## src/rtl/apb_req_arbiter.sv

```systemverilog
// Two-requester APB front end: round-robin arbitration between core (0) and
// DMA (1), APB SETUP/ACCESS sequencing, PREADY timeout, and completion return.
module apb_req_arbiter #(
  parameter int TIMEOUT = 16
) (
  input  logic        PCLK,
  input  logic        PRESETn,
  input  logic        req0,
  input  logic        req1,
  input  logic        wr0,
  input  logic        wr1,
  input  logic [1:0]  sel0,
  input  logic [1:0]  sel1,
  input  logic [4:0]  addr0,
  input  logic [4:0]  addr1,
  input  logic [31:0] wdata0,
  input  logic [31:0] wdata1,
  output logic        gnt0,
  output logic        gnt1,
  output logic        done0,
  output logic        done1,
  output logic        err,
  output logic [31:0] rdata,
  output logic        PSEL1,
  output logic        PSEL2,
  output logic        PENABLE,
  output logic        PWRITE,
  output logic [4:0]  PADDR,
  output logic [31:0] PWDATA,
  input  logic        PREADY,
  input  logic [31:0] PRDATA
);

  typedef enum logic [1:0] {ST_IDLE, ST_SETUP, ST_ACCESS} state_t;

  localparam logic [8:0] TIMEOUT_W = 9'(TIMEOUT);

  state_t      r_state, w_nextState;
  logic [7:0]  r_waitCnt, w_nextWaitCnt;
  logic        r_lastGrant, w_nextLastGrant;
  logic        r_owner, w_nextOwner;
  logic        r_illegal, w_nextIllegal;

  logic        r_gnt0, r_gnt1, r_done0, r_done1, r_err;
  logic        r_psel1, r_psel2, r_penable, r_pwrite;
  logic [4:0]  r_paddr;
  logic [31:0] r_pwdata, r_rdata;

  logic        w_nextGnt0, w_nextGnt1, w_nextDone0, w_nextDone1, w_nextErr;
  logic        w_nextPsel1, w_nextPsel2, w_nextPenable, w_nextPwrite;
  logic [4:0]  w_nextPaddr;
  logic [31:0] w_nextPwdata, w_nextRdata;

  logic        w_timeout, w_complete, w_elig0, w_elig1, w_grantValid, w_grantId;
  logic        w_wrWin, w_selLegal;
  logic [1:0]  w_selWin;
  logic [4:0]  w_addrWin;
  logic [31:0] w_wdataWin;

  always_ff @(posedge PCLK or posedge PRESETn) begin
    if (PRESETn) begin
      r_state     <= ST_IDLE;
      r_waitCnt   <= 8'd0;
      r_lastGrant <= 1'b1;
      r_owner     <= 1'b0;
      r_illegal   <= 1'b0;
      r_gnt0      <= 1'b0;
      r_gnt1      <= 1'b0;
      r_done0     <= 1'b0;
      r_done1     <= 1'b0;
      r_err       <= 1'b0;
      r_psel1     <= 1'b0;
      r_psel2     <= 1'b0;
      r_penable   <= 1'b0;
      r_pwrite    <= 1'b0;
      r_paddr     <= 5'd0;
      r_pwdata    <= 32'd0;
      r_rdata     <= 32'd0;
    end else begin
      r_state     <= w_nextState;
      r_waitCnt   <= w_nextWaitCnt;
      r_lastGrant <= w_nextLastGrant;
      r_owner     <= w_nextOwner;
      r_illegal   <= w_nextIllegal;
      r_gnt0      <= w_nextGnt0;
      r_gnt1      <= w_nextGnt1;
      r_done0     <= w_nextDone0;
      r_done1     <= w_nextDone1;
      r_err       <= w_nextErr;
      r_psel1     <= w_nextPsel1;
      r_psel2     <= w_nextPsel2;
      r_penable   <= w_nextPenable;
      r_pwrite    <= w_nextPwrite;
      r_paddr     <= w_nextPaddr;
      r_pwdata    <= w_nextPwdata;
      r_rdata     <= w_nextRdata;
    end
  end

  // The finishing owner's req is masked so a back-to-back grant goes to the other side.
  always_comb begin
    w_timeout    = ({1'b0, r_waitCnt} + 9'd1) == TIMEOUT_W;
    w_complete   = (r_state == ST_ACCESS) && (r_illegal || PREADY || w_timeout);
    w_elig0      = req0 && !(w_complete && (r_owner == 1'b0));
    w_elig1      = req1 && !(w_complete && (r_owner == 1'b1));
    w_grantValid = ((r_state == ST_IDLE) || w_complete) && (w_elig0 || w_elig1);
    w_grantId    = (w_elig0 && w_elig1) ? ~r_lastGrant : w_elig1;
    w_wrWin      = w_grantId ? wr1 : wr0;
    w_selWin     = w_grantId ? sel1 : sel0;
    w_addrWin    = w_grantId ? addr1 : addr0;
    w_wdataWin   = w_grantId ? wdata1 : wdata0;
    w_selLegal   = (w_selWin == 2'd1) || (w_selWin == 2'd2);

    w_nextState     = r_state;
    w_nextWaitCnt   = r_waitCnt;
    w_nextLastGrant = r_lastGrant;
    w_nextOwner     = r_owner;
    w_nextIllegal   = r_illegal;
    case (r_state)
      ST_IDLE: begin
        if (w_grantValid) begin
          w_nextState   = ST_SETUP;
          w_nextOwner   = w_grantId;
          w_nextIllegal = !w_selLegal;
        end
      end
      ST_SETUP: w_nextState = ST_ACCESS;
      ST_ACCESS: begin
        if (w_complete) begin
          w_nextWaitCnt   = 8'd0;
          w_nextLastGrant = r_owner;
          if (w_grantValid) begin
            w_nextState   = ST_SETUP;
            w_nextOwner   = w_grantId;
            w_nextIllegal = !w_selLegal;
          end else begin
            w_nextState = ST_IDLE;
          end
        end else begin
          w_nextWaitCnt = r_waitCnt + 8'd1;
        end
      end
      default: w_nextState = ST_IDLE;
    endcase
  end

  // Completion is applied first; a same-edge grant then overrides the bus fields.
  always_comb begin
    w_nextGnt0    = r_gnt0;
    w_nextGnt1    = r_gnt1;
    w_nextDone0   = 1'b0;
    w_nextDone1   = 1'b0;
    w_nextErr     = 1'b0;
    w_nextPsel1   = r_psel1;
    w_nextPsel2   = r_psel2;
    w_nextPenable = r_penable;
    w_nextPwrite  = r_pwrite;
    w_nextPaddr   = r_paddr;
    w_nextPwdata  = r_pwdata;
    w_nextRdata   = r_rdata;

    if (r_state == ST_SETUP)
      w_nextPenable = !r_illegal;

    if (w_complete) begin
      w_nextDone0   = (r_owner == 1'b0);
      w_nextDone1   = (r_owner == 1'b1);
      w_nextErr     = r_illegal || !PREADY;
      w_nextPenable = 1'b0;
      w_nextGnt0    = 1'b0;
      w_nextGnt1    = 1'b0;
      w_nextPsel1   = 1'b0;
      w_nextPsel2   = 1'b0;
      if (!r_illegal && PREADY && !r_pwrite)
        w_nextRdata = PRDATA;
    end

    if (w_grantValid) begin
      w_nextGnt0    = (w_grantId == 1'b0);
      w_nextGnt1    = (w_grantId == 1'b1);
      w_nextPsel1   = (w_selWin == 2'd1);
      w_nextPsel2   = (w_selWin == 2'd2);
      w_nextPenable = 1'b0;
      w_nextPwrite  = w_wrWin;
      w_nextPaddr   = w_addrWin;
      if (w_wrWin)
        w_nextPwdata = w_wdataWin;
    end
  end

  assign gnt0    = r_gnt0;
  assign gnt1    = r_gnt1;
  assign done0   = r_done0;
  assign done1   = r_done1;
  assign err     = r_err;
  assign rdata   = r_rdata;
  assign PSEL1   = r_psel1;
  assign PSEL2   = r_psel2;
  assign PENABLE = r_penable;
  assign PWRITE  = r_pwrite;
  assign PADDR   = r_paddr;
  assign PWDATA  = r_pwdata;

endmodule

```

## config.mk

```make
export PLATFORM = sky130hd
export DESIGN_NAME = apb_req_arbiter
export DESIGN_NICKNAME = d
export VERILOG_FILES = /design/src/rtl/apb_req_arbiter.sv
export SDC_FILE = /design/constraint.sdc
export NUM_CORES = 1
export LEC_CHECK = 0
export ABC_AREA = 0
export BUFFER_PORTS_ARGS = -buffer_cell sky130_fd_sc_hd__buf_4
export CAP_MARGIN = 20
export CORE_ASPECT_RATIO = 1.25
export CORE_MARGIN = 2
export CORE_UTILIZATION = 50
export CTS_BUF_LIST = sky130_fd_sc_hd__clkbuf_16
export CTS_CLUSTER_DIAMETER = 60
export DETAILED_ROUTE_END_ITERATION = 8
export PLACE_DENSITY = 0.84
export SLEW_MARGIN = 20
export SYNTH_ARGS = -nofsm -noshare
export SYNTH_HDL_FRONTEND = slang
export SYNTH_SLANG_ARGS = --single-unit
```

## constraint.sdc

```tcl
create_clock -name PCLK -period 4.7 [get_ports PCLK]
set_clock_uncertainty 0.15 [all_clocks]
set_input_delay 0 -clock PCLK [delete_from_list [all_inputs] [get_ports PCLK]]
set_output_delay 0 -clock PCLK [all_outputs]
set_load 0.01 [all_outputs]
```

# [After elaboration in Yosys (flattened, before gate mapping)]
# Index checks and enable logic that the tools add are counted.
# Widths: inputs -> output; s select.
[classes] n_reduce_logical=30 bitwise=3 n_mux=27 n_addsub=2 n_eq_ne=7
[ops] op="$mux 32" n=1
[ops] op="$mux 1" n=18
[ops] op="$reduce_and 2->1" n=5
[ops] op="$add 8x1->9 const B" n=1
[ops] op="$eq 9x5->1 const B" n=1
[ops] op="$logic_and 1x1->1" n=9
[ops] op="$add 8x1->8 const B" n=1
[ops] op="$mux 8" n=1
[ops] op="$logic_not 1->1" n=6
[ops] op="$logic_or 1x1->1" n=6
[ops] op="$mux 2" n=3
[ops] op="$pmux 2 s3" n=1
[ops] op="$mux 5" n=1
[ops] op="$eq 2x1->1 const B" n=2
[ops] op="$eq 2x2->1 const B" n=2
[ops] op="$ne 2x2->1 const B" n=2
[ops] op="$pmux 1 s2" n=2
[ops] op="$reduce_bool 2->1" n=2
[ops] op="$not 1->1" n=3
[ops] op="$reduce_bool 3->1" n=1
[ops] op="$logic_not 2->1" n=1
[word_totals] reg_bits=91 output_inout_bits=78 inputBits=117 word_cells=86

# [Longest topological paths before layout]
[logic_depth] word_depth=16 depth_mapped=10 ltp_nobuf=10

# [Worst setup path after synthesis]
# OpenSTA, ideal clock, no wires.
[synth_path] path_kind="reg2reg" start="reg r_waitCnt[0]" end="reg r_illegal" slack_ns=1.869 path_stages_with_launch=11 setup_ns=0.121 arrival_time_ns=2.559 period_less_slack_ns=2.831 n_path_buf=0 cell_sequence="dfrtp_1 ha_1 nand3_2 xnor2_1 a311o_2 a41oi_4 nand2_1 mux2_1 ha_1 nand2_1 o21ai_1"
[synth_via] elab_chain_len=16
[synth_rtl] item="start: declaration" line_no="39" rtl="logic [7:0] r_waitCnt, w_nextWaitCnt;"
[synth_rtl] item="start signal: assignment" line_no="81" rtl="r_waitCnt <= w_nextWaitCnt;"
[synth_rtl] item="$add 8x1->9 (*)" line_no="102" rtl="w_timeout = ({1'b0, r_waitCnt} + 9'd1) == TIMEOUT_W;"
[synth_rtl] item="$eq 9x5->1 (*)" line_no="102"
[synth_rtl] item="$logic_or 1x1->1 (*)" line_no="103" rtl="w_complete = (r_state == ST_ACCESS) && (r_illegal || PREADY || w_timeout);"
[synth_rtl] item="$logic_and 1x1->1 (*)" line_no="103"
[synth_rtl] item="$logic_and 1x1->1, on equally long branches" line_no="104, 105"
[synth_rtl] item="$logic_not 1->1, on equally long branches" line_no="104, 105"
[synth_rtl] item="$logic_and 1x1->1, on equally long branches" line_no="104, 105"
[synth_rtl] item="$logic_and 1x1->1" line_no="107" rtl="w_grantId = (w_elig0 && w_elig1) ? ~r_lastGrant : w_elig1;"
[synth_rtl] item="$mux 1" line_no="107"
[synth_rtl] item="$mux 2" line_no="109" rtl="w_selWin = w_grantId ? sel1 : sel0;"
[synth_rtl] item="$eq 2x1->1 / $eq 2x2->1 (equally long branches)" line_no="112" rtl="w_selLegal = (w_selWin == 2'd1) || (w_selWin == 2'd2);"
[synth_rtl] item="$logic_or 1x1->1" line_no="112"
[synth_rtl] item="$logic_not 1->1" line_no="124, 135"
[synth_rtl] item="$mux 1" line_no="121, 132"
[synth_rtl] item="$mux 1" line_no="129" rtl="if (w_complete) begin"
[synth_rtl] item="$pmux 1 s2" line_no="119" rtl="case (r_state)"
[synth_rtl] item="end signal: assignment" line_no="84" rtl="r_illegal <= w_nextIllegal;"
[synth_rtl] item="end: declaration" line_no="42" rtl="logic r_illegal, w_nextIllegal;"
# Mark *: on every way between the ends. The rest lies on a longest branch, timed or not. The select of a mux whose other input is x is not followed.
# A chain may end at the register's enable or synchronous reset.

# [Worst setup path in the final report]
[layout_path] start="reg r_waitCnt[0]" end="reg r_psel1 (netlist: PSEL1)"
[layout_via] elab_chain_len=12
[layout_rtl] item="$add 8x1->9 (*)" line_no="102"
[layout_rtl] item="$eq 9x5->1 (*)" line_no="102"
[layout_rtl] item="$logic_or 1x1->1 (*)" line_no="103"
[layout_rtl] item="$logic_and 1x1->1 (*)" line_no="103"
[layout_rtl] item="$logic_and 1x1->1, on equally long branches" line_no="104, 105"
[layout_rtl] item="$logic_not 1->1, on equally long branches" line_no="104, 105"
[layout_rtl] item="$logic_and 1x1->1, on equally long branches" line_no="104, 105"
[layout_rtl] item="$logic_and 1x1->1" line_no="107"
[layout_rtl] item="$mux 1" line_no="107"
[layout_rtl] item="$mux 2" line_no="109"
[layout_rtl] item="$eq 2x1->1" line_no="181" rtl="w_nextPsel1 = (w_selWin == 2'd1);"
[layout_rtl] item="$mux 1" line_no="178" rtl="if (w_grantValid) begin"
[layout_rtl] item="end signal: assignment" line_no="90" rtl="r_psel1 <= w_nextPsel1;"
[layout_rtl] item="end: declaration" line_no="45" rtl="logic r_psel1, r_psel2, r_penable, r_pwrite;"
# Mark *: on every way between the ends. The rest lies on a longest branch, timed or not.

==> impl_metrics.yaml <==
power:
  ir_worst_vdd_mv: 0.3391
  p_leak_nw: 3.391
  finalPower_mw: 4.414
  p_per_area_nw_per_um2: 572.1
worst_setup_path:
  r2r-end: "PSEL1"
  worst_ep_required_time_ns: 4.78
  worstRegToRegCells: 13
  crit_family: "buffers and inverters"
  worst-setup-path-type: "reg -> reg"
  cpMaxStageDelayCell: "dlygate4sd3_1"
  cp-start-kind: "flip-flop"
  path_buf_inv: 3
  r2r-start: "r_waitCnt[0]"
  arrival_ns: 4.30
  cp_max_fo: 35
  slowest_delay_ns: 0.56
  endpoint_kind: "flip-flop"
  worstPathCellList: "ha_1, nand3_2, xnor2_1, a311o_2, a41oi_4, buf_4, nand2_1, mux2i_1, dlygate4sd3_1, ha_1, dlygate4sd3_1, nand2_1, o21ai_1"
  reg2reg_slack_ns: 0.49
logic_synthesis:
  netlist_instances: 436
  syn_area_um2: 4770
  syn_avg_cell_area_um2: 10.94
  synth_edf_count: 0
  synth_async_sr_flop_share_pct: 100.0
  ys_warn_count: 0
  ys_seq_area_share_pct: 47.77
  ys_seq_elements: 91
  ys.flop_type: "dfrtp_1"
  syn_nets: 557
  yosysUniqueCellTypes: 51
place:
  post_dp_cell_area_um2: 6320
  gp_congestion: 0.8876
  io_buffers: 194
  dp_hpwl_mm: 9.428
sta:
  slew_violations: 0
  slew_headroom_pct: 31.98
  timing.setup.tns_ns: 0
  period_minus_slack_ns: 4.214
  worstMarginPinSlew_ns: 1.014
  final-setup-viol-count: 0
  fin_crit_sh_pct: 89.66
  hold_violations: 0
  rsz0062_at_grt: "no"
  max_freq_mhz: 237.3
clocking:
  clock_sinks: 91
  worst_skew_pair.late_latency_ns: 0.34
  cts_buffers: 9
  cts_buffer_depth: 2
  htree_num_levels: 3
  post_cts_resized: 0
  cts_setup_buffers: 0
  path_clk_slew_ns: 0.06
  ctsHoldBuffers: 111
  cts_root_buf: "clkbuf_16"
  tritoncts: "done"
detailed_routing:
  ant_nets: 0
  vias: 4934
  drt_iter0_drc: 226
  dr.pass1.iters: 5
  wl_per_cell_um: 19.34
  wl_mm: 16.52
  drc_errors: 0
  vias_per_cell: 5.778
min_path:
  hp-start: "sel1[0]"
  hp-class: "in -> reg"
  min_to: "PSEL2"
  whs_path_depth: 5
floorplanning:
  die_area_um2: 10340
  die_y_um: 113.2
  coreArea_um2: 9223
  start_util_pct: 51.72
  chipWidth_um: 91.36
  pin_count: 195
  core.rowCount: 39
global_route:
  grt_overflow: 0
  grt_use_total_pct: 32.28
  grt_pass1_vias: 5127
  grt_max_degree: 53
  grt_pass1_wl_mm: 26.27
  antenna_found_initial: 0
cells_and_area:
  syn_to_final_growth_pct: 61.78
  mostFrequentLayoutCells: "202 x buf_4, 111 x dlygate4sd3_1, 90 x dfrtp_1"
  fillers: 474
  fin_nets: 847
  num_antenna_cells: 0
  final_area_um2: 7716
  drive_above_1_share_pct: 40.22
  final_common_cell: "buf_4"
status:
  status: "completed"
run:
  cap_violations: 0
## per-stage QoR
| stage | std cells | util (%) | hold slack [ns] | worst slack [ns] |
|---|---|---|---|---|
| 3_5_place_dp | 727 | 68.53 | -0.01958 | 1.242 |
| 2_1_floorplan | 436 | - | -0.05934 | 1.870 |
| 5_1_grt | 854 | 83.67 | 0.04501 | 0.2980 |
| 4_1_cts | 854 | 83.67 | 0.005418 | 0.5100 |
| 3_3_place_gp | 727 | 68.53 | -0.03690 | 1.358 |
| 6_report | 854 | 83.67 | 0.003405 | 0.4857 |
## synth_stat cells (2+ instances only)
library cell / number / share of area (%)
mux2_2: 32 / 7.6
nor2_1: 9 / 0.71
a31o_2: 3 / 0.55
a211oi_2: 29 / 7.6
ha_1: 4 / 1.0
inv_1: 6 / 0.47
and2_1: 6 / 0.79
a21oi_1: 35 / 3.7
nand3_1: 3 / 0.31
dfrtp_1: 90 / 47
mux2i_1: 3 / 0.63
a221o_1: 5 / 1.0
buf_2: 7 / 0.73
or3_1: 2 / 0.26
o21ai_0: 11 / 1.2
a22o_1: 5 / 0.92
nor2b_1: 5 / 0.66
a21o_1: 3 / 0.47
clkbuf_1: 26 / 2.0
and3_1: 2 / 0.26
a211oi_1: 35 / 5.5
mux2_1: 2 / 0.47
o21ai_1: 3 / 0.31
nand2b_1: 32 / 4.2
nand4_1: 2 / 0.26
a31oi_2: 2 / 0.52
nand2_1: 15 / 1.2
nor3_1: 36 / 3.8
## routing by layer
layer  global-route usage [%]  vias to the layer above  wire (µm)
met5                        0                        -          0
met4                    12.63                        0        516
met3                    6.791                       48       1106
met2                    59.65                      264       8700
met1                    36.21                     2413       6195
li1                         -                     2209          -
## cell type report
class	count	area [µm²]	area share (%)
sequential	91	2278	29.53
timing repair buffer	313	2628	34.05
multi-input combinational	304	2344	30.37
tap	123	153.9	1.994
inverter	7	27.53	0.3567
clock inverter	7	60.06	0.7783
clock buffer	9	225.2	2.919
## power by group
part	switching (mW)	total (mW)	internal [mW]
Sequential	0.261	1.40	1.14
Clock	0.303	0.708	0.406
Combinational	1.08	2.30	1.22
## state kept, by name (all words and copies together), names as in the netlist, 2 cells and up
name and count:
PWDATA 32, r_waitCnt 8, r_state 2, rdata 32
PADDR 5
## worst reg2reg max path: stages (launching register included)
cell,delay (ns)
dfrtp_1,0.45
ha_1,0.27
nand3_2,0.16
xnor2_1,0.19
a311o_2,0.49
a41oi_4,0.22
buf_4,0.37
nand2_1,0.24
mux2i_1,0.16
dlygate4sd3_1,0.56
ha_1,0.17
dlygate4sd3_1,0.55
nand2_1,0.06
o21ai_1,0.06
## how the worst max path moves through the flow
stage / cells after the start / start / end / slack, ns
2_1_floorplan: 10 / r_waitCnt[0] / r_illegal / 1.87
3_3_place_gp: 9 / r_waitCnt[0] / PWDATA[31] / 1.36
3_5_place_dp: 9 / r_waitCnt[0] / PWDATA[5] / 1.24
4_1_cts: 13 / r_waitCnt[0] / PSEL1 / 0.51
5_1_grt: 13 / r_waitCnt[0] / PSEL1 / 0.30
6_report: 13 / r_waitCnt[0] / PSEL1 / 0.49
## kinds of logic (layout without fill, tap and decap cells)
logic type | count (synthesis) | in the layout | share of synthesized area, %
DFF | 91 | 91 | 47.77
AOI/OAI and AO/OA | 144 | 144 | 25.37
buffers and inverters | 41 | 336 | 3.410
adders and majority gates | 4 | 4 | 1.049
and+or+nand+nor | 118 | 118 | 13.56
muxes | 37 | 37 | 8.657
xor gates and xnor gates | 1 | 1 | 0.1837
Note: power is estimated with default switching activity, not from simulation.
